==> src/rtl/issue_rs_age_pkg.sv <==
// Shared widths for the age-ordered reservation station.
package issue_rs_age_pkg;

    // Physical register tag width and the matching busytable size.
    localparam int unsigned NCPU_PRF_AW = 6;
    localparam int unsigned NCPU_PRF_N  = 1 << NCPU_PRF_AW;

    // True when a broadcast is valid and carries the tag being watched.
    function automatic logic tag_hit(input logic                   valid,
                                     input logic [NCPU_PRF_AW-1:0] bcast,
                                     input logic [NCPU_PRF_AW-1:0] tag);
        return valid && (bcast == tag);
    endfunction

endpackage

==> src/rtl/issue_rs_age_matrix.sv <==
// Age matrix: age[j][i] = 1 means entry j is older than entry i.
// Picks the single oldest entry among an eligible vector.
module issue_rs_age_matrix #(
    parameter int unsigned DEPTH = 8
) (
    input  logic             clk,
    input  logic             rst_n,
    input  logic             flush,
    input  logic             push,
    input  logic [DEPTH-1:0] push_oh,
    input  logic [DEPTH-1:0] clear,
    input  logic [DEPTH-1:0] eligible,
    output logic [DEPTH-1:0] oldest,
    output logic             gs
);

    logic [DEPTH-1:0][DEPTH-1:0] age_q, age_d;

    // Next age state: retired rows cleared, a new entry is younger than everyone.
    always_comb begin
        age_d = age_q;
        for (int i = 0; i < DEPTH; i++) begin
            if (clear[i]) age_d[i] = '0;
        end
        if (push) begin
            for (int k = 0; k < DEPTH; k++) begin
                if (push_oh[k]) begin
                    age_d[k] = '0;
                    for (int j = 0; j < DEPTH; j++) begin
                        if (j != k) age_d[j][k] = 1'b1;
                    end
                end
            end
        end
        if (flush) age_d = '0;
    end

    // Age bit storage.
    always_ff @(posedge clk or negedge rst_n) begin
        if (!rst_n) age_q <= '0;
        else        age_q <= age_d;
    end

    // An eligible entry wins if no other eligible entry is older than it.
    always_comb begin
        oldest = '0;
        for (int i = 0; i < DEPTH; i++) begin
            logic blocked;
            blocked = 1'b0;
            for (int j = 0; j < DEPTH; j++) begin
                if (eligible[j] && age_q[j][i]) blocked = 1'b1;
            end
            oldest[i] = eligible[i] && !blocked;
        end
        gs = |eligible;
    end

endmodule

==> src/rtl/issue_rs_age.sv <==
// Single-issue reservation station with age-ordered select and tag wakeup.
module issue_rs_age
    import issue_rs_age_pkg::*;
#(
    parameter int unsigned CONFIG_P_RS_DEPTH = 3,
    parameter int unsigned CONFIG_PAYLOAD_W  = 64,
    parameter int unsigned CONFIG_NUM_WAKEUP = 2
) (
    input  logic                                     clk,
    input  logic                                     rst_n,
    input  logic                                     flush,
    input  logic                                     issue_push,
    input  logic [NCPU_PRF_AW-1:0]                   issue_prs1,
    input  logic                                     issue_prs1_re,
    input  logic [NCPU_PRF_AW-1:0]                   issue_prs2,
    input  logic                                     issue_prs2_re,
    input  logic [CONFIG_PAYLOAD_W-1:0]              issue_payload,
    output logic                                     issue_rs_full,
    output logic [CONFIG_P_RS_DEPTH:0]               rs_count,
    input  logic [NCPU_PRF_N-1:0]                    busytable,
    input  logic [CONFIG_NUM_WAKEUP-1:0]             wb_wake_valid,
    input  logic [CONFIG_NUM_WAKEUP*NCPU_PRF_AW-1:0] wb_wake_prd,
    output logic                                     ro_valid,
    input  logic                                     ro_rs_pop,
    output logic [CONFIG_PAYLOAD_W-1:0]              ro_payload,
    output logic [NCPU_PRF_AW-1:0]                   ro_prs1,
    output logic [NCPU_PRF_AW-1:0]                   ro_prs2,
    output logic                                     ro_prs1_re,
    output logic                                     ro_prs2_re
);

    localparam int unsigned RS_DEPTH = 1 << CONFIG_P_RS_DEPTH;
    localparam int unsigned AW       = NCPU_PRF_AW;
    localparam int unsigned PW       = CONFIG_PAYLOAD_W;

    logic [RS_DEPTH-1:0] vld_q, re1_q, re2_q, rdy1_q, rdy2_q;
    logic [AW-1:0]       prs1_q [RS_DEPTH];
    logic [AW-1:0]       prs2_q [RS_DEPTH];
    logic [PW-1:0]       payload_q [RS_DEPTH];

    logic                ro_valid_q, ro_prs1_re_q, ro_prs2_re_q;
    logic [AW-1:0]       ro_prs1_q, ro_prs2_q;
    logic [PW-1:0]       ro_payload_q;

    logic [RS_DEPTH-1:0] free_oh, eligible, oldest, hit1, hit2;
    logic                any_free, any_elig, push_en, sel_en;
    logic                push_hit1, push_hit2, push_rdy1, push_rdy2;
    logic [PW-1:0]       sel_payload;
    logic [AW-1:0]       sel_prs1, sel_prs2;
    logic                sel_re1, sel_re2;
    logic [CONFIG_P_RS_DEPTH:0] count;

    assign issue_rs_full = &vld_q;
    assign push_en       = issue_push && !issue_rs_full && !flush;
    assign eligible      = vld_q & rdy1_q & rdy2_q;
    assign sel_en        = (!ro_valid_q || ro_rs_pop) && any_elig && !flush;

    // Lowest-index free slot from registered valid bits only.
    always_comb begin
        free_oh  = '0;
        any_free = 1'b0;
        for (int i = 0; i < RS_DEPTH; i++) begin
            if (!vld_q[i] && !any_free) begin
                free_oh[i] = 1'b1;
                any_free   = 1'b1;
            end
        end
    end

    // Wakeup matches against resident entries and against the entry being pushed.
    always_comb begin
        hit1      = '0;
        hit2      = '0;
        push_hit1 = 1'b0;
        push_hit2 = 1'b0;
        for (int k = 0; k < CONFIG_NUM_WAKEUP; k++) begin
            for (int i = 0; i < RS_DEPTH; i++) begin
                if (tag_hit(wb_wake_valid[k], wb_wake_prd[k*AW +: AW], prs1_q[i])) hit1[i] = 1'b1;
                if (tag_hit(wb_wake_valid[k], wb_wake_prd[k*AW +: AW], prs2_q[i])) hit2[i] = 1'b1;
            end
            if (tag_hit(wb_wake_valid[k], wb_wake_prd[k*AW +: AW], issue_prs1)) push_hit1 = 1'b1;
            if (tag_hit(wb_wake_valid[k], wb_wake_prd[k*AW +: AW], issue_prs2)) push_hit2 = 1'b1;
        end
        push_rdy1 = !issue_prs1_re || !busytable[issue_prs1] || push_hit1;
        push_rdy2 = !issue_prs2_re || !busytable[issue_prs2] || push_hit2;
    end

    issue_rs_age_matrix #(
        .DEPTH    (RS_DEPTH)
    ) u_age (
        .clk      (clk),
        .rst_n    (rst_n),
        .flush    (flush),
        .push     (push_en),
        .push_oh  (free_oh),
        .clear    (sel_en ? oldest : '0),
        .eligible (eligible),
        .oldest   (oldest),
        .gs       (any_elig)
    );

    // One-hot mux of the selected entry; also counts valid entries.
    always_comb begin
        sel_payload = '0;
        sel_prs1    = '0;
        sel_prs2    = '0;
        sel_re1     = 1'b0;
        sel_re2     = 1'b0;
        count       = '0;
        for (int i = 0; i < RS_DEPTH; i++) begin
            if (oldest[i]) begin
                sel_payload = sel_payload | payload_q[i];
                sel_prs1    = sel_prs1 | prs1_q[i];
                sel_prs2    = sel_prs2 | prs2_q[i];
                sel_re1     = sel_re1 | re1_q[i];
                sel_re2     = sel_re2 | re2_q[i];
            end
            count = count + {{CONFIG_P_RS_DEPTH{1'b0}}, vld_q[i]};
        end
    end

    assign rs_count = count;

    // Entry array: flush, then retire the selected entry, then write the pushed one.
    always_ff @(posedge clk or negedge rst_n) begin
        if (!rst_n) begin
            vld_q  <= '0;
            re1_q  <= '0;
            re2_q  <= '0;
            rdy1_q <= '0;
            rdy2_q <= '0;
            for (int i = 0; i < RS_DEPTH; i++) begin
                prs1_q[i]    <= '0;
                prs2_q[i]    <= '0;
                payload_q[i] <= '0;
            end
        end else if (flush) begin
            vld_q <= '0;
        end else begin
            for (int i = 0; i < RS_DEPTH; i++) begin
                if (push_en && free_oh[i]) begin
                    vld_q[i]     <= 1'b1;
                    prs1_q[i]    <= issue_prs1;
                    prs2_q[i]    <= issue_prs2;
                    re1_q[i]     <= issue_prs1_re;
                    re2_q[i]     <= issue_prs2_re;
                    rdy1_q[i]    <= push_rdy1;
                    rdy2_q[i]    <= push_rdy2;
                    payload_q[i] <= issue_payload;
                end else begin
                    if (sel_en && oldest[i]) vld_q[i] <= 1'b0;
                    if (vld_q[i] && hit1[i]) rdy1_q[i] <= 1'b1;
                    if (vld_q[i] && hit2[i]) rdy2_q[i] <= 1'b1;
                end
            end
        end
    end

    // Output slot: load on select, drop after pop when nothing is eligible.
    always_ff @(posedge clk or negedge rst_n) begin
        if (!rst_n) begin
            ro_valid_q   <= 1'b0;
            ro_payload_q <= '0;
            ro_prs1_q    <= '0;
            ro_prs2_q    <= '0;
            ro_prs1_re_q <= 1'b0;
            ro_prs2_re_q <= 1'b0;
        end else if (flush) begin
            ro_valid_q <= 1'b0;
        end else if (sel_en) begin
            ro_valid_q   <= 1'b1;
            ro_payload_q <= sel_payload;
            ro_prs1_q    <= sel_prs1;
            ro_prs2_q    <= sel_prs2;
            ro_prs1_re_q <= sel_re1;
            ro_prs2_re_q <= sel_re2;
        end else if (ro_rs_pop) begin
            ro_valid_q <= 1'b0;
        end
    end

    assign ro_valid   = ro_valid_q;
    assign ro_payload = ro_payload_q;
    assign ro_prs1    = ro_prs1_q;
    assign ro_prs2    = ro_prs2_q;
    assign ro_prs1_re = ro_prs1_re_q;
    assign ro_prs2_re = ro_prs2_re_q;

endmodule

==> config.mk <==
export PLATFORM = sky130hd
export DESIGN_NAME = issue_rs_age
export DESIGN_NICKNAME = d
export VERILOG_FILES = /design/src/rtl/issue_rs_age_pkg.sv /design/src/rtl/issue_rs_age_matrix.sv /design/src/rtl/issue_rs_age.sv
export SDC_FILE = /design/constraint.sdc
export NUM_CORES = 2
export LEC_CHECK = 0
export ABC_AREA = 1
export CAP_MARGIN = 20
export CORE_AREA = 4 4 317 319
export CTS_BUF_LIST = sky130_fd_sc_hd__clkbuf_4 sky130_fd_sc_hd__clkbuf_8 sky130_fd_sc_hd__clkbuf_16
export CTS_CLUSTER_DIAMETER = 30
export DETAILED_ROUTE_END_ITERATION = 12
export DIE_AREA = 0 0 321 323
export PLACE_DENSITY_LB_ADDON = 0.08
export REMOVE_ABC_BUFFERS = 1
export SYNTH_ARGS = -nofsm -noshare
export SYNTH_HDL_FRONTEND = slang
export SYNTH_SLANG_ARGS = --single-unit
==> constraint.sdc <==
create_clock -name clk -period 3.5 [get_ports clk]
set_input_delay 0.875 -clock clk [delete_from_list [all_inputs] [get_ports clk]]
set_output_delay 0.875 -clock clk [all_outputs]
set_load 0.05 [all_outputs]
### Word-level counts from Yosys, hierarchy flattened

Index checks and enable logic that the tools add are counted.

* flip-flop bits (word level): 791
* input bits: 161
* output and inout port bits: 84
* logic and storage cells: 680

* add/subtract/negate cells: 7
* order comparisons: 2
* equality and inequality tests: 36
* muxes and demuxes: 283
* bitwise gates (word level): 38
* reductions and logical operators: 236

Operator list (count)
* 64-bit 2-to-1 mux: 10
* 64-bit bitwise OR: 7
* 1-bit 2-to-1 mux: 237
* 6-bit == test: 36
* 1-bit logical AND: 151
* 8-bit 2-to-1 mux: 16
* 6-bit 2-to-1 mux: 16
* 6-bit bitwise OR: 14
* 2-bit AND reduction: 25
* 2-bit nonzero test: 16
* 1-bit zero test: 28
* 3-bit nonzero test: 9
* 9-bit 2-to-1 mux: 2
* 4-bit by 1-bit adder with 4-bit output: 4
* 8-bit AND: 2
* 6-bit by 7-bit < comparator with 1-bit output, second input constant: 2
* 1-bit bitwise OR: 14
* 1-bit binary-select mux with 6-bit select: 2
* 8-bit AND reduction: 1
* 8-bit OR reduction: 1
* 1-bit logical OR: 5
* 3-bit by 1-bit adder with 4-bit output: 1
* 2-bit by 1-bit adder with 3-bit output: 1
* 1-bit by 1-bit adder with 2-bit output: 1
* 1-bit inverter: 1

### Logic depth before layout (Yosys ltp)

* word-level depth: 28
* depth in mapped cells: 14
* depth with buffers taken out: 12

### Hierarchy

Synthesis repeated with hierarchy kept, for this count alone.

* cells, all modules: 4518
* area total of the unflattened synthesis: 37633.6 µm²

Modules (own cells, without submodules)
* issue_rs_age: instances 1, cells an instance 4128, area each 34541.9 µm², seq. area each 18192.4 µm²
* issue_rs_age_matrix: instances 1, cells an instance 390, area each 3091.7 µm², seq. area each 1601.5 µm²

### Worst setup path after synthesis

OpenSTA, ideal clock, no wires.

* kind: flip-flop to output port
* start point: register vld_q[0]
* end point: output rs_count[2]
* arrival: 3436 ps
* required time: 2625 ps
* path slack: -811 ps
* stages on the path, launching flop included: 10
* path buffers: 0
* cells stage by stage: dfrtp_1 -> fa_1 -> inv_1 -> fa_1 -> fa_1 -> inv_1 -> ha_1 -> inv_1 -> fa_1 -> xnor2_1

* word-level cells in the longest chain between the ends: 7

Ends and longest elaborated chain
* start, declared: RTL line issue_rs_age.sv:36 `logic [RS_DEPTH-1:0] vld_q, re1_q, re2_q, rdy1_q, rdy2_q;`
* start signal, assigned: RTL line issue_rs_age.sv:127 `vld_q <= '0;`
* start signal, assigned: RTL line issue_rs_age.sv:138 `vld_q <= '0;`
* start signal, assigned by index: RTL line issue_rs_age.sv:142 `vld_q[i] <= 1'b1;`
* 1-bit by 1-bit adder with 2-bit output: RTL line issue_rs_age.sv:118 `count = count + {{CONFIG_P_RS_DEPTH{1'b0}}, vld_q[i]};`
* 2-bit by 1-bit adder with 3-bit output: RTL line issue_rs_age.sv:118
* 3-bit by 1-bit adder with 4-bit output: RTL line issue_rs_age.sv:118
* 4-bit by 1-bit adder with 4-bit output (4 in a row): RTL line issue_rs_age.sv:118
* end, declared: RTL line issue_rs_age.sv:19 `output logic [CONFIG_P_RS_DEPTH:0] rs_count,`

Every way passes these cells.

### Worst setup path in the final report

Same ends and word-level chain as after synthesis.

==> results.toml <==
[worst_setup_path]
critPathCaptureType = "output pin"
crit_required_ns = 2.62
crit_path_cell_trace = "fa_1 -> inv_1 -> fa_1 -> fa_1 -> inv_2 -> ha_4 -> inv_2 -> fa_2 -> xnor2_2 -> buf_12"
cpPeakStageDelay_ns = 0.53
crit_fanout = 2
worstSetupPathType = "flop to output pin"
critPathArrivalTime_ns = 3.61
crit_path_frequent_cell = "fa_1"
cpMaxStageDelayCell = "fa_1"
startpoint_type = "flop"

[synthesis]
netlist_top_cells_count = "1304 x nand2_1, 791 x dfrtp_1, 734 x nand3_1, 703 x o21ai_0, 361 x inv_1"
netlist_instances = 5013
yosys_most_used_dff = "dfrtp_1"
synth.most_common_cell = "nand2_1"
synth_seq_cells = 791
yosysSeqAreaShare_pct = 50.92
synth_cell_types = 40
synth_top_area_share_pct = 50.92
synthArstFlopShare_pct = 100.0
netlist_area_um2 = 38870
syn_area_per_cell_um2 = 7.754
synth_area_leader_cell = "dfrtp_1"
yosys-top-cells-area = "dfrtp_1 51%, nand2_1 13%, nand3_1 9.5%"
synth_edf_count = 0
synth_warnings = 0

[flow_run]
drv_cap = 0

[drt]
wl_met3_mm = 11.22
drt_wl_total_mm = 147.8
vias = 36770
wl_met1_mm = 65.73
wl_met2_mm = 66.55
wl_per_cell_um = 21.94
drtIter0Drc = 4038
ant_nets = 0
dr.pass1.iters = 6
drc = 0
routed.top_layer = "met4"
vias_per_cell = 5.460

[floorplan]
start_util_pct = 39.73
fp.dieArea_um2 = 103700
rows = 115
die_y_um = 323
io_pins = 245
dieWidth_um = 321
core_um2 = 97840

[layout]
fill_cells = 9400
drive_gt1_share_pct = 11.24
nets = 5450
area_growth_pct = 30.11
fin_cells = 6735

[clock_network]
clockRootBuffer = "clkbuf_16"
clkSinkCount = 791
clock_latency_ns = 0.78
clk_pin_slew_ns = 0.04
cts_buffers = 197
tritoncts = "done"
cts_max_path_buffers = 3
htreeDepth = 4
ctsHoldBuffers = 0

[placed_design]
dp_hpwl_mm = 86.91
place.gp.congestion = 0.9110
preCtsSetupSlack_ns = -0.4175
dpl.cell_count = 6366
numPortBuffers = 244

[global_route]
overflow = 0
grt_pass1_vias = 35590
grt_pass1_wl_mm = 225.4
gr-usage-all-layers_pct = 28.29
antenna_found_initial = 1
grt_max_degree = 133

[pwr]
p_leak_nw = 23.56
power_mw = 35.83
p_per_area_nw_per_um2 = 708.4
irDropWorstVdd_uv = 566.1

[sta]
fmax_mhz = 222.8
drv_slew = 0
setup-violations-final = 4
tightest_slew_ns = 0.7579
final.min_clock_period_ns = 4.487
hold_violations = 0
layout_setup_ws_ns = -0.9873
relSlewSlack_pct = 49.47
fin_crit_sh_pct = 128.2
rsz0062_at_grt = "true"
finClkSkew_ns = 0.04167

[run_status]
violations = "negative setup slack"
status = "finished, violations left"

[hold_path]
hp-class = "input port to async pin"
report_power, final:
part / switching (mW) / internal [mW] / leakage [nW]
sequential: 0.792 / 10.4 / 10.4
clock: 5.84 / 12.9 / 3.45
combinational: 3.89 / 2.01 / 9.72
total: 10.5 / 25.3 / 23.6
per-layer routing:
metal	global-route usage, %	vias up
met5	0	-
met4	9.814	0
met3	5.193	275
met2	43.93	1494
met1	40.03	17900
li1	-	17110
worst paths after layout:
path | from | to | slack, ns | cells after the start
worst max-delay path | vld_q[0] | rs_count[2] | -0.99 | 10
worst min-delay path | rst_n | u_age.age_q[45] | 0.15 | 1
worst max register to register | vld_q[0] | ro_payload[4] | 0.60 | 12
worst min register to register | payload_q[422] | payload_q[422] | 0.48 | 2
max in group asynchronous | rst_n | u_age.age_q[21] | 2.45 | 2
min in group clk | payload_q[422] | payload_q[422] | 0.48 | 2
worst max-delay path: cells and delay by family, from the launching register on:
family                   cells  cell delay, ns
flip-flops                   1            0.39
buffers and inverters        4            0.33
XOR/XNOR                     1            0.21
adder cells (fa/ha/maj)      5            1.91
kinds of logic after synthesis:
| kind of cell | count (synthesis) | share of synthesized area (%) |
|---|---|---|
| simple gates | 2499 | 27.61 |
| xor+xnor | 32 | 0.7210 |
| flops | 791 | 50.92 |
| compound gates | 959 | 12.98 |
| fa+ha+maj | 10 | 0.3991 |
| buf+inv | 722 | 7.368 |
timing repair:
item,CTS,global route
setup endpoints to repair,5,4
pin swaps,5,5
resized for setup,10,0
setup buffers,1,0
registers in the layout (all words and copies together) (netlist names):
signal,flops
re1_q,8
prs1_q,48
ro_prs1,6
vld_q,8
prs2_q,48
ro_payload,64
ro_prs2,6
re2_q,8
rdy2_q,8
u_age.age_q,64
ro_prs1_re,1
rdy1_q,8
ro_prs2_re,1
payload_q,512
ro_valid,1
metrics by stage:
step	utilization [%]	hold slack [ns]	TNS, ns	instance area, µm²
finish	51.69	0.1526	-3.112	50580
global route	51.69	0.1695	-3.437	50580
CTS	51.69	0.1397	-3.487	50580
detailed placement	44.46	0.4654	-0.6874	43500
global placement	44.46	0.4597	-0.7340	43500
floorplan	-	0.4425	-264.55	37410
area by class of cell:
cell class / count / area (µm²) / area share, %
Antenna cell: 1 / 2.502 / 0.004948
Clock inverter: 102 / 1344 / 2.657
Tap cell: 1287 / 1610 / 3.184
Multi-Input combinational cell: 3500 / 16420 / 32.47
Inverter: 374 / 1414 / 2.795
Timing Repair Buffer: 415 / 4295 / 8.492
Sequential cell: 791 / 19790 / 39.14
Clock buffer: 265 / 5695 / 11.26
placed cells by master (no fill, tap or decap), types with 26 or more instances in the layout:
cell	n
o21ai_1	54
o21ai_0	703
dfrtp_1	791
clkbuf_16	198
clkinv_2	43
inv_1	358
nor2_1	306
nand3_1	731
clkbuf_8	38
clkdlybuf4s50_1	238
buf_12	46
nor3_1	26
nand3b_1	47
a21oi_1	59
nand2_1	1301
clkbuf_4	29
buf_4	129
o22ai_1	98
No activity file was read; power rests on OpenSTA's default activity.
